--- config.mk ---
export PLATFORM = sky130hd
export DESIGN_NAME = wind_txburst
export DESIGN_NICKNAME = d
export VERILOG_FILES = /design/src/rtl/wind_txburst.sv
export SDC_FILE = /design/constraint.sdc
export NUM_CORES = 1
export LEC_CHECK = 0
export BUFFER_PORTS_ARGS = -buffer_cell sky130_fd_sc_hd__buf_2
export CAP_MARGIN = 10
export CORE_ASPECT_RATIO = 0.5
export CORE_MARGIN = 3
export CORE_UTILIZATION = 51
export DETAILED_ROUTE_END_ITERATION = 7
export PLACE_DENSITY = 0.77
export SLEW_MARGIN = 20
export SYNTH_ARGS = -nofsm -noshare
export SYNTH_HDL_FRONTEND = slang
export SYNTH_SLANG_ARGS = --single-unit
--- constraint.sdc ---
create_clock -name clock -period 2.9 [get_ports clock]
set_clock_uncertainty 0.15 [all_clocks]
set_input_delay 0.29 -clock clock [delete_from_list [all_inputs] [get_ports clock]]
set_output_delay 0.29 -clock clock [all_outputs]
set_load 0.02 [all_outputs]
--- src/rtl/wind_txburst.sv ---
// Transmit-side burst sequencer for the ultrasonic anemometer: carrier burst, guard gap, RX sample window.
// Optional dead-time insertion on the H-bridge drive is enabled by defining WIND_DEADTIME_EN.
module wind_txburst #(
  parameter int HALFPER = 624,
  parameter int SAMPDIV = 312,
  parameter int DT      = 8
) (
  input  logic        clock,
  input  logic        reset,
  input  logic        start,
  input  logic        abort,
  input  logic [4:0]  npulses,
  input  logic [15:0] guard,
  input  logic [11:0] rxlen,
  output logic        txp,
  output logic        txn,
  output logic        busy,
  output logic        rxwin,
  output logic        endata,
  output logic        done
);

  typedef enum logic [2:0] {IDLE, TX, GUARD, RX, DONE} state_t;

`ifdef WIND_DEADTIME_EN
  localparam int DT_USE = 1;
`else
  localparam int DT_USE = 0;
`endif

  localparam int SMAX = (HALFPER > SAMPDIV) ? HALFPER : SAMPDIV;
  localparam int SW   = $clog2(SMAX + 1);
  localparam logic [SW-1:0] HP_LAST = SW'(HALFPER - 1);
  localparam logic [SW-1:0] SD_LAST = SW'(SAMPDIV - 1);
  // Drive is active while the in-half counter is below this limit; the rest of the half is dead time.
  localparam logic [SW-1:0] ON_LIM  = SW'(HALFPER - DT * DT_USE);

  state_t      state_reg, state_next;
  logic [15:0] cnt_reg, cnt_next;
  logic [SW-1:0] sub_reg, sub_next;
  logic        half_reg, half_next;
  logic [4:0]  npulses_reg, npulses_next;
  logic [15:0] guard_reg, guard_next;
  logic [11:0] rxlen_reg, rxlen_next;
  logic        txp_reg, txn_reg, busy_reg, rxwin_reg, endata_reg, done_reg;

  logic [15:0] tx_last;
  state_t      post_tx, post_guard;

  always_comb begin
    tx_last    = {11'd0, (npulses_reg == 5'd0) ? 5'd0 : (npulses_reg - 5'd1)};
    post_guard = (rxlen_reg != 12'd0) ? RX : DONE;
    post_tx    = (guard_reg != 16'd0) ? GUARD : post_guard;
  end

  always_comb begin
    state_next   = state_reg;
    cnt_next     = cnt_reg;
    sub_next     = sub_reg;
    half_next    = half_reg;
    npulses_next = npulses_reg;
    guard_next   = guard_reg;
    rxlen_next   = rxlen_reg;

    case (state_reg)
      IDLE: begin
        if (start && !abort) begin
          npulses_next = npulses;
          guard_next   = guard;
          rxlen_next   = rxlen;
          state_next   = TX;
          cnt_next     = '0;
          sub_next     = '0;
          half_next    = 1'b0;
        end
      end
      TX: begin
        if (sub_reg == HP_LAST) begin
          sub_next  = '0;
          half_next = ~half_reg;
          if (half_reg) begin
            if (cnt_reg == tx_last) begin
              state_next = post_tx;
              cnt_next   = '0;
              half_next  = 1'b0;
            end else begin
              cnt_next = cnt_reg + 16'd1;
            end
          end
        end else begin
          sub_next = sub_reg + SW'(1);
        end
      end
      GUARD: begin
        if (cnt_reg == guard_reg - 16'd1) begin
          state_next = post_guard;
          cnt_next   = '0;
        end else begin
          cnt_next = cnt_reg + 16'd1;
        end
      end
      RX: begin
        if (sub_reg == SD_LAST) begin
          sub_next = '0;
          if (cnt_reg == {4'd0, rxlen_reg} - 16'd1) begin
            state_next = DONE;
            cnt_next   = '0;
          end else begin
            cnt_next = cnt_reg + 16'd1;
          end
        end else begin
          sub_next = sub_reg + SW'(1);
        end
      end
      DONE: begin
        state_next = IDLE;
        cnt_next   = '0;
        sub_next   = '0;
        half_next  = 1'b0;
      end
      default: state_next = IDLE;
    endcase

    // Abort leaves the shadow registers alone so they can be inspected after the fact.
    if (abort && state_reg != IDLE) begin
      state_next = IDLE;
      cnt_next   = '0;
      sub_next   = '0;
      half_next  = 1'b0;
    end
  end

  always_ff @(posedge clock) begin
    if (reset) begin
      state_reg   <= IDLE;
      cnt_reg     <= '0;
      sub_reg     <= '0;
      half_reg    <= 1'b0;
      npulses_reg <= '0;
      guard_reg   <= '0;
      rxlen_reg   <= '0;
      txp_reg     <= 1'b0;
      txn_reg     <= 1'b0;
      busy_reg    <= 1'b0;
      rxwin_reg   <= 1'b0;
      endata_reg  <= 1'b0;
      done_reg    <= 1'b0;
    end else begin
      state_reg   <= state_next;
      cnt_reg     <= cnt_next;
      sub_reg     <= sub_next;
      half_reg    <= half_next;
      npulses_reg <= npulses_next;
      guard_reg   <= guard_next;
      rxlen_reg   <= rxlen_next;
      // Outputs are decoded from the next state so they line up with the state they describe.
      txp_reg     <= (state_next == TX) && !half_next && (sub_next < ON_LIM);
      txn_reg     <= (state_next == TX) &&  half_next && (sub_next < ON_LIM);
      busy_reg    <= (state_next != IDLE);
      rxwin_reg   <= (state_next == RX);
      endata_reg  <= (state_next == RX) && (sub_next == '0);
      done_reg    <= (state_next == DONE);
    end
  end

  assign txp    = txp_reg;
  assign txn    = txn_reg;
  assign busy   = busy_reg;
  assign rxwin  = rxwin_reg;
  assign endata = endata_reg;
  assign done   = done_reg;

endmodule
==> flow_metrics.py, run 1 <==
metrics = {
    "synthesis": {
        "synth_top_family_by_area": "simple AND/OR/NAND/NOR gates",
        "synth_compound_area_share_pct": 20.7,
        "synth_mux_area_share_pct": 0.747,
        "synth_edf_count": 0,
        "synth_nets": 657,
        "synth_cells": 615,
        "synth_fa_ha_area_share_pct": 1.33,
        "yosysSeqAreaShare_pct": 29.4,
        "synth-seq-cells": 69,
        "synthXorXnorAreaFrac_pct": 6.35,
        "synthArstFlopShare_pct": 0,
        "syn_area_um2": 4690,
        "synth_cell_types": 73,
        "syn_area_per_cell_um2": 7.63,
        "yosys_most_used_dff": "dfxtp_1",
        "synth_warnings": 0,
        "synth-simple-area-share_pct": 35.8,
    },
    "routing": {
        "viasPerCell": 5.98,
        "vias": 4763,
        "drc": 0,
        "drtAntennaViolNets": 0,
        "dr.pass1.iters": 5,
        "drt-total-wl_mm": 12.9,
        "post_drt_wl_per_cell_um": 16.2,
        "drtIter0Drc": 504,
    },
    "grt": {
        "grt_pass1_vias": 4214,
        "grt_start_max_net_pins": 38,
        "gr-total-overflow": 0,
        "grt_antenna_before_repair": 0,
        "use_met1_pct": 33.1,
        "met2_usage_pct": 39.6,
        "grt_pass1_wl_mm": 20.5,
        "grt_most_used_layer": "met2",
        "track_usage_pct": 24.8,
        "grtUsageMet3_pct": 5.92,
    },
    "setup_path": {
        "regToRegSetupSlack_ns": 0.06,
        "r2r_start": "rxlen_reg[1]$_SDFFE_PP0P_",
        "slowest_stage": "or3b_4",
        "startpoint_type": "flop",
        "cp.required_ns": 3.00,
        "cp-startpoint": "rxlen_reg[1]$_SDFFE_PP0P_",
        "rr_worst_depth": 11,
        "arrival_ns": 2.94,
        "r2r-end": "txp$_SDFF_PP0_",
        "end_kind": "flop",
        "crit_top_cell": "nor4b_2",
        "crit_family": "simple AND/OR/NAND/NOR gates",
        "crit_path_max_fanout": 7,
        "critPathCapture": "txp$_SDFF_PP0_",
        "slowest_delay_ns": 0.43,
        "worstSetupPathType": "reg2reg",
        "path_cells": "inv_4, ha_4, or3b_4, nor4_4, mux2i_1, nor4b_2, nand4b_1, a22oi_2, o211ai_1, buf_4, nor4b_2",
        "cp.buffers_inverters": 2,
        "crit_cells": 11,
    },
    "floorplanning": {
        "start_util_pct": 53.1,
        "design.die.area_um2": 10500,
        "top_level_ports": 43,
        "die_h_um": 73.8,
        "core-area_um2": 8830,
        "rows": 24,
        "die-width_um": 142,
    },
    "clocking": {
        "numCtsBuffers": 9,
        "cts.sinks": 69,
        "cts_tree": "built",
        "clock_path_buffers": 2,
        "holdBufCountCts": 0,
        "htreeDepth": 3,
        "clk_pin_slew_ns": 0.06,
        "clkLatencyLatePin_ns": 0.34,
        "cts_root_buf": "clkbuf_16",
    },
    "sta": {
        "fin_crit_sh_pct": 98.0,
        "relSlewSlack_pct": 46.2,
        "finalMaxSlewViolations": 0,
        "worst_pin_slew_ns": 0.805,
        "hold_viol": 0,
        "layout_setup_ws_ns": 0.0578,
        "final.min_clock_period_ns": 2.84,
        "timing.fmax_ghz": 0.352,
        "finalSetupViolations": 0,
        "rsz0062_at_grt": "yes",
    },
    "place": {
        "dpl_worst_slack_ns": -0.0818,
        "dpl.cell_count": 775,
        "io_buffers": 42,
        "place_area_um2": 5190,
        "place.gp.congestion": 0.936,
        "hpwl_mm": 9.36,
    },
    "job": {
        "maxCapViolCount": 0,
    },
    "final_layout": {
        "diodes": 0,
        "drive_above_1_share_pct": 23.8,
        "instances_no_fill": 797,
        "syn_to_final_growth_pct": 21.2,
        "final_cell_mix": "119 x nand2_1, 67 x dfxtp_1, 47 x a21oi_1, 46 x buf_4",
        "final_common_cell": "nand2_1",
        "nNetsFinal": 717,
        "post-route-cell-area_um2": 5680,
    },
    "pwr": {
        "p_per_area_nw_per_um2": 464,
        "vdd_drop_max_mv": 0.345,
        "p_leak_nw": 2.27,
    },
    "worst_hold_path": {
        "min_path_cells": 3,
        "hold_path.class": "in2reg",
    },
    "status": {
        "status": "finished clean",
    },
}
[routing by layer]
layer  share of wire, %  vias up  wire, µm
met3                6.9       30       897
met1                 46     2257      5970
met5                  0        -         0
li1                   -     2326         -
met2                 45      150      5810
met4                2.0        0       260
[power by group]
group          internal (mW)  switching (mW)  total, mW  leakage [nW]
clock                  0.686           0.412       1.10         0.143
combinational          0.234           0.292      0.525          1.57
sequential             0.976          0.0365       1.01         0.561
[cell usage after synthesis, drive strengths merged, types with 3 or more instances]
library cell | instances | share of area (%)
a211oi | 6 | 0.96
a21boi | 3 | 0.72
a21oi | 47 | 5.0
a31oi | 8 | 1.1
a41o | 3 | 0.64
and2 | 11 | 1.5
and3 | 7 | 0.93
buf | 10 | 1.7
clkbuf | 31 | 2.5
dfxtp | 69 | 29
ha | 5 | 1.3
inv | 18 | 1.4
nand2 | 119 | 9.5
nand2b | 9 | 1.2
nand3 | 13 | 1.4
nand4 | 8 | 1.2
nand4b | 3 | 0.56
nor2 | 42 | 3.4
nor2b | 14 | 1.9
nor3 | 28 | 3.1
nor3b | 3 | 0.48
nor4 | 17 | 3.7
nor4b | 9 | 2.2
o21a | 4 | 0.64
o21ai | 19 | 2.0
o221ai | 14 | 3.9
o31ai | 3 | 0.48
or3 | 11 | 1.6
or4 | 7 | 1.1
xnor2 | 16 | 3.0
xor2 | 18 | 3.4
[worst min-delay path: stages]
cell and delay, ns:
buf_2 0.09, nand2_1 0.04, a21oi_1 0.05
[worst min-delay path by stage]
stage / start / end / slack, ns
final: rxlen[2] / rxlen_reg[2]$_SDFFE_PP0P_ / 0.03
after global routing: rxlen[9] / rxlen_reg[9]$_SDFFE_PP0P_ / 0.03
after CTS: rxlen[2] / rxlen_reg[2]$_SDFFE_PP0P_ / 0.03
after detailed placement: rxlen_reg[2]$_SDFFE_PP0P_ / rxlen_reg[2]$_SDFFE_PP0P_ / 0.32
after global placement: rxlen_reg[2]$_SDFFE_PP0P_ / rxlen_reg[2]$_SDFFE_PP0P_ / 0.31
after floorplan: rxlen[0] / rxlen_reg[0]$_SDFFE_PP0P_ / 0.28
[area by class of cell]
type | instances | area, µm²
clock buffers | 12 | 246
multi-input cells | 487 | 3190
fillers | 748 | 3150
flip-flops and latches | 69 | 1390
inverters | 18 | 70.1
well taps | 117 | 146
clock inverters | 4 | 47.5
repair buffers | 90 | 596
[per-stage QoR]
stage | total power, mW | util (%) | setup TNS, ns | hold WS [ns]
after global routing | 2.74 | 64.4 | -0.294 | 0.0326
final | 2.64 | 64.4 | 0 | 0.0331
after CTS | 2.61 | 62.5 | 0 | 0.0256
after global placement | 1.50 | 58.8 | -0.0271 | 0.312
after floorplan | 1.36 | - | 0 | 0.276
after detailed placement | 1.51 | 58.8 | -0.238 | 0.316
[repair_timing]
| action | CTS | global route |
|---|---|---|
| gates resized for setup | 6 | 27 |
| pin swaps | 0 | 10 |
| setup buffers | 0 | 6 |
| setup endpoints to repair | 7 | 25 |
[logic make-up (layout without fill, tap and decap cells)]
| family | count (synthesis) | in the layout |
|---|---|---|
| buffers and inverters | 59 | 124 |
| XOR/XNOR | 34 | 34 |
| flip-flops | 69 | 69 |
| AND/OR/NAND/NOR | 313 | 313 |
| AO/OA/AOI/OAI | 132 | 132 |
| adder cells (fa/ha/maj) | 5 | 5 |
| multiplexers | 3 | 3 |
No activity file was read; power rests on OpenSTA's default activity.
==> run 2, diff against run 1 <==
--- a/config.mk
+++ b/config.mk
@@ -5,12 +5,14 @@
 export SDC_FILE = /design/constraint.sdc
 export NUM_CORES = 1
 export LEC_CHECK = 0
+export ABC_AREA = 1
 export BUFFER_PORTS_ARGS = -buffer_cell sky130_fd_sc_hd__buf_2
 export CAP_MARGIN = 10
 export CORE_ASPECT_RATIO = 0.5
 export CORE_MARGIN = 3
 export CORE_UTILIZATION = 51
 export DETAILED_ROUTE_END_ITERATION = 7
+export GPL_ROUTABILITY_DRIVEN = 0
 export PLACE_DENSITY = 0.77
 export SLEW_MARGIN = 20
 export SYNTH_ARGS = -nofsm -noshare
==> run 2 against run 1 <==
  * Non-clock buffer count down 43
  * Via count down 1.9%
  * Worst hold slack got worse by 0.017 ns
  * Sequential share of layout area rose by 2.2 points
  * Largest power group unchanged
==> flow_metrics.py, run 2 <==
metrics = {
    "sta": {
        "timing.fmax_ghz": 0.384,
        "final.min_clock_period_ns": 2.60,
        "layout_setup_ws_ns": 0.299,
        "worst_pin_slew_ns": 0.554,
        "hold_viol": 0,
        "relSlewSlack_pct": 62.8,
        "finalSetupViolations": 0,
        "finalMaxSlewViolations": 0,
        "fin_crit_sh_pct": 89.7,
        "rsz0062_at_grt": "no",
        "fin_tns_setup_ns": 0,
    },
    "synthesis": {
        "ys_top_cells_by_area": "dfxtp_1 30%, nand2_1 14%, nor2_1 9.3%",
        "syn_area_per_cell_um2": 6.45,
        "yosysMostFrequentCell": "nand2_1",
        "yosysTopAreaCellShare_pct": 29.7,
        "synth_cell_types": 45,
        "yosysTopAreaCell": "dfxtp_1",
        "synth_nets": 762,
        "synth_edf_count": 0,
        "synth_warnings": 0,
        "yosys_most_used_dff": "dfxtp_1",
        "yosysSeqAreaShare_pct": 29.7,
        "synthArstFlopShare_pct": 0,
        "ys_top_cells_by_count": "172 x nand2_1, 115 x nor2_1, 69 x dfxtp_1, 63 x inv_1, 47 x o21ai_0",
        "syn_area_um2": 4640,
        "synth-seq-cells": 69,
        "synth_cells": 720,
    },
    "worst_hold_path": {
        "hold_path.class": "in2reg",
    },
    "clocking": {
        "postCtsSetupRepairBufs": 0,
        "cts_tree": "built",
        "holdBufCountCts": 0,
        "numCtsBuffers": 9,
        "cts_root_buf": "clkbuf_16",
        "clk_pin_slew_ns": 0.05,
        "htreeDepth": 3,
        "cts_resized": 0,
        "clkLatencyLatePin_ns": 0.34,
        "cts.sinks": 69,
        "clock_path_buffers": 2,
    },
    "setup_path": {
        "cp.required_ns": 2.96,
        "startpoint_type": "flop",
        "worstSetupPathType": "reg2reg",
        "crit_path_max_fanout": 16,
        "arrival_ns": 2.66,
        "end_kind": "flop",
    },
    "routing": {
        "drc": 0,
        "viasPerCell": 5.37,
        "post_drt_wl_per_cell_um": 13.7,
        "drtIter0Drc": 358,
        "vias": 4674,
        "drtAntennaViolNets": 0,
        "dr.pass1.iters": 5,
        "drt-total-wl_mm": 11.9,
    },
    "floorplanning": {
        "die_h_um": 73.5,
        "rows": 23,
        "start_util_pct": 55.3,
        "top_level_ports": 43,
        "die-width_um": 141,
        "core-area_um2": 8400,
        "design.die.area_um2": 10400,
    },
    "status": {
        "status": "finished clean",
    },
    "final_layout": {
        "drive_above_1_share_pct": 15.8,
        "multi_input_area_um2": 2850,
        "fillers": 802,
        "syn_to_final_growth_pct": 12.0,
        "final_common_cell": "nand2_1",
        "instances_no_fill": 871,
        "final_cell_mix": "172 x nand2_1, 115 x nor2_1, 69 x dfxtp_1, 63 x inv_1, 47 x o21ai_0",
        "nNetsFinal": 798,
        "register_area_um2": 1380,
        "diodes": 0,
    },
    "place": {
        "hpwl_mm": 9.00,
        "io_buffers": 42,
        "dpl.cell_count": 857,
        "dpl_worst_slack_ns": 0.343,
    },
    "pwr": {
        "vdd_drop_max_mv": 0.306,
        "p_per_area_nw_per_um2": 511,
        "total_power_mw": 2.66,
        "p_leak_nw": 2.38,
    },
    "grt": {
        "gr-total-overflow": 0,
        "grt_pass1_wl_mm": 20.0,
        "grt_start_max_net_pins": 57,
        "grt_antenna_before_repair": 0,
        "grt_pass1_vias": 4213,
        "track_usage_pct": 24.3,
    },
    "job": {
        "maxCapViolCount": 0,
    },
}
-- run 2: cell types whose count changed in the layout (fill, tap and decap cells not counted), moves of 11 or more --
| cell | delta |
|---|---|
| buf_4 | -41 |
| inv_1 | +47 |
| nor3_1 | -21 |
| nor2b_1 | -14 |
| nand3_1 | +26 |
| nor2_1 | +73 |
| inv_2 | +11 |
| o21ai_0 | +30 |
| nand3_2 | +14 |
| nand2_1 | +53 |
-- run 2: layout make-up --
cell class | count | area share [%]
Clock inverter | 2 | 0.673
Multi-Input combinational cell | 548 | 54.7
Inverter | 81 | 5.89
Clock buffer | 12 | 4.74
Sequential cell | 69 | 26.6
Tap cell | 112 | 2.69
Timing Repair Buffer | 47 | 4.76
-- run 2: logic make-up (layout without fill, tap and decap cells) --
logic type,Yosys count,in the layout,synth area share [%]
adders and majority gates,5,5,1.35
and+or+nand+nor,401,401,40.9
AOI/OAI and AO/OA,108,108,12.6
xor gates and xnor gates,34,34,6.41
DFF,69,69,29.7
buffers and inverters,103,142,8.97
-- run 2: path summary, 6_finish.rpt --
path	slack, ns	from	endpoint	cells past startpoint
max	0.30	rxlen_reg[0]$_SDFFE_PP0P_	cnt_reg[5]$_SDFFE_PP0P_	13
min	0.02	guard[7]	guard_reg[7]$_SDFFE_PP0P_	3
max reg2reg	0.30	rxlen_reg[0]$_SDFFE_PP0P_	cnt_reg[5]$_SDFFE_PP0P_	13
min reg2reg	0.34	rxlen_reg[1]$_SDFFE_PP0P_	rxlen_reg[1]$_SDFFE_PP0P_	2
-- run 2: metrics by stage --
step                area, µm²  hold slack (ns)  utilization, %
floorplan                4640            0.224               -
CTS                      5200           0.0158            61.9
global route             5200           0.0230            61.9
finish                   5200           0.0159            61.9
detailed placement       4920            0.329            58.6
global placement         4920            0.321            58.6
-- run 2: worst max-delay path, stage by stage, from the launching register on --
cell and delay [ns]:
dfxtp_1 0.31, inv_1 0.13, ha_1 0.27, nand3_2 0.13, nor2_4 0.14, nand2_2 0.10
nand2_1 0.09, nand3_1 0.07, nor2_1 0.11, nand3_1 0.12, nand2_1 0.14, nand3_2 0.38
nand3b_1 0.23, a21oi_1 0.08
-- run 2: report_power, final --
| group | switching (mW) | leakage [nW] | internal (mW) | total (mW) |
|---|---|---|---|---|
| sequential | 0.0407 | 0.563 | 0.987 | 1.03 |
| combinational | 0.362 | 1.68 | 0.192 | 0.554 |
| clock | 0.397 | 0.139 | 0.678 | 1.08 |
| total | 0.800 | 2.38 | 1.86 | 2.66 |
-- run 2: layer usage --
metal	wire length (µm)	part of all wire, %	GRT usage (%)	vias to the layer above
met5	0	0	0	-
met4	195	1.6	7.09	0
met3	949	7.9	5.07	19
met2	4780	40	36.8	179
met1	6020	50	35.1	2100
li1	-	-	-	2376
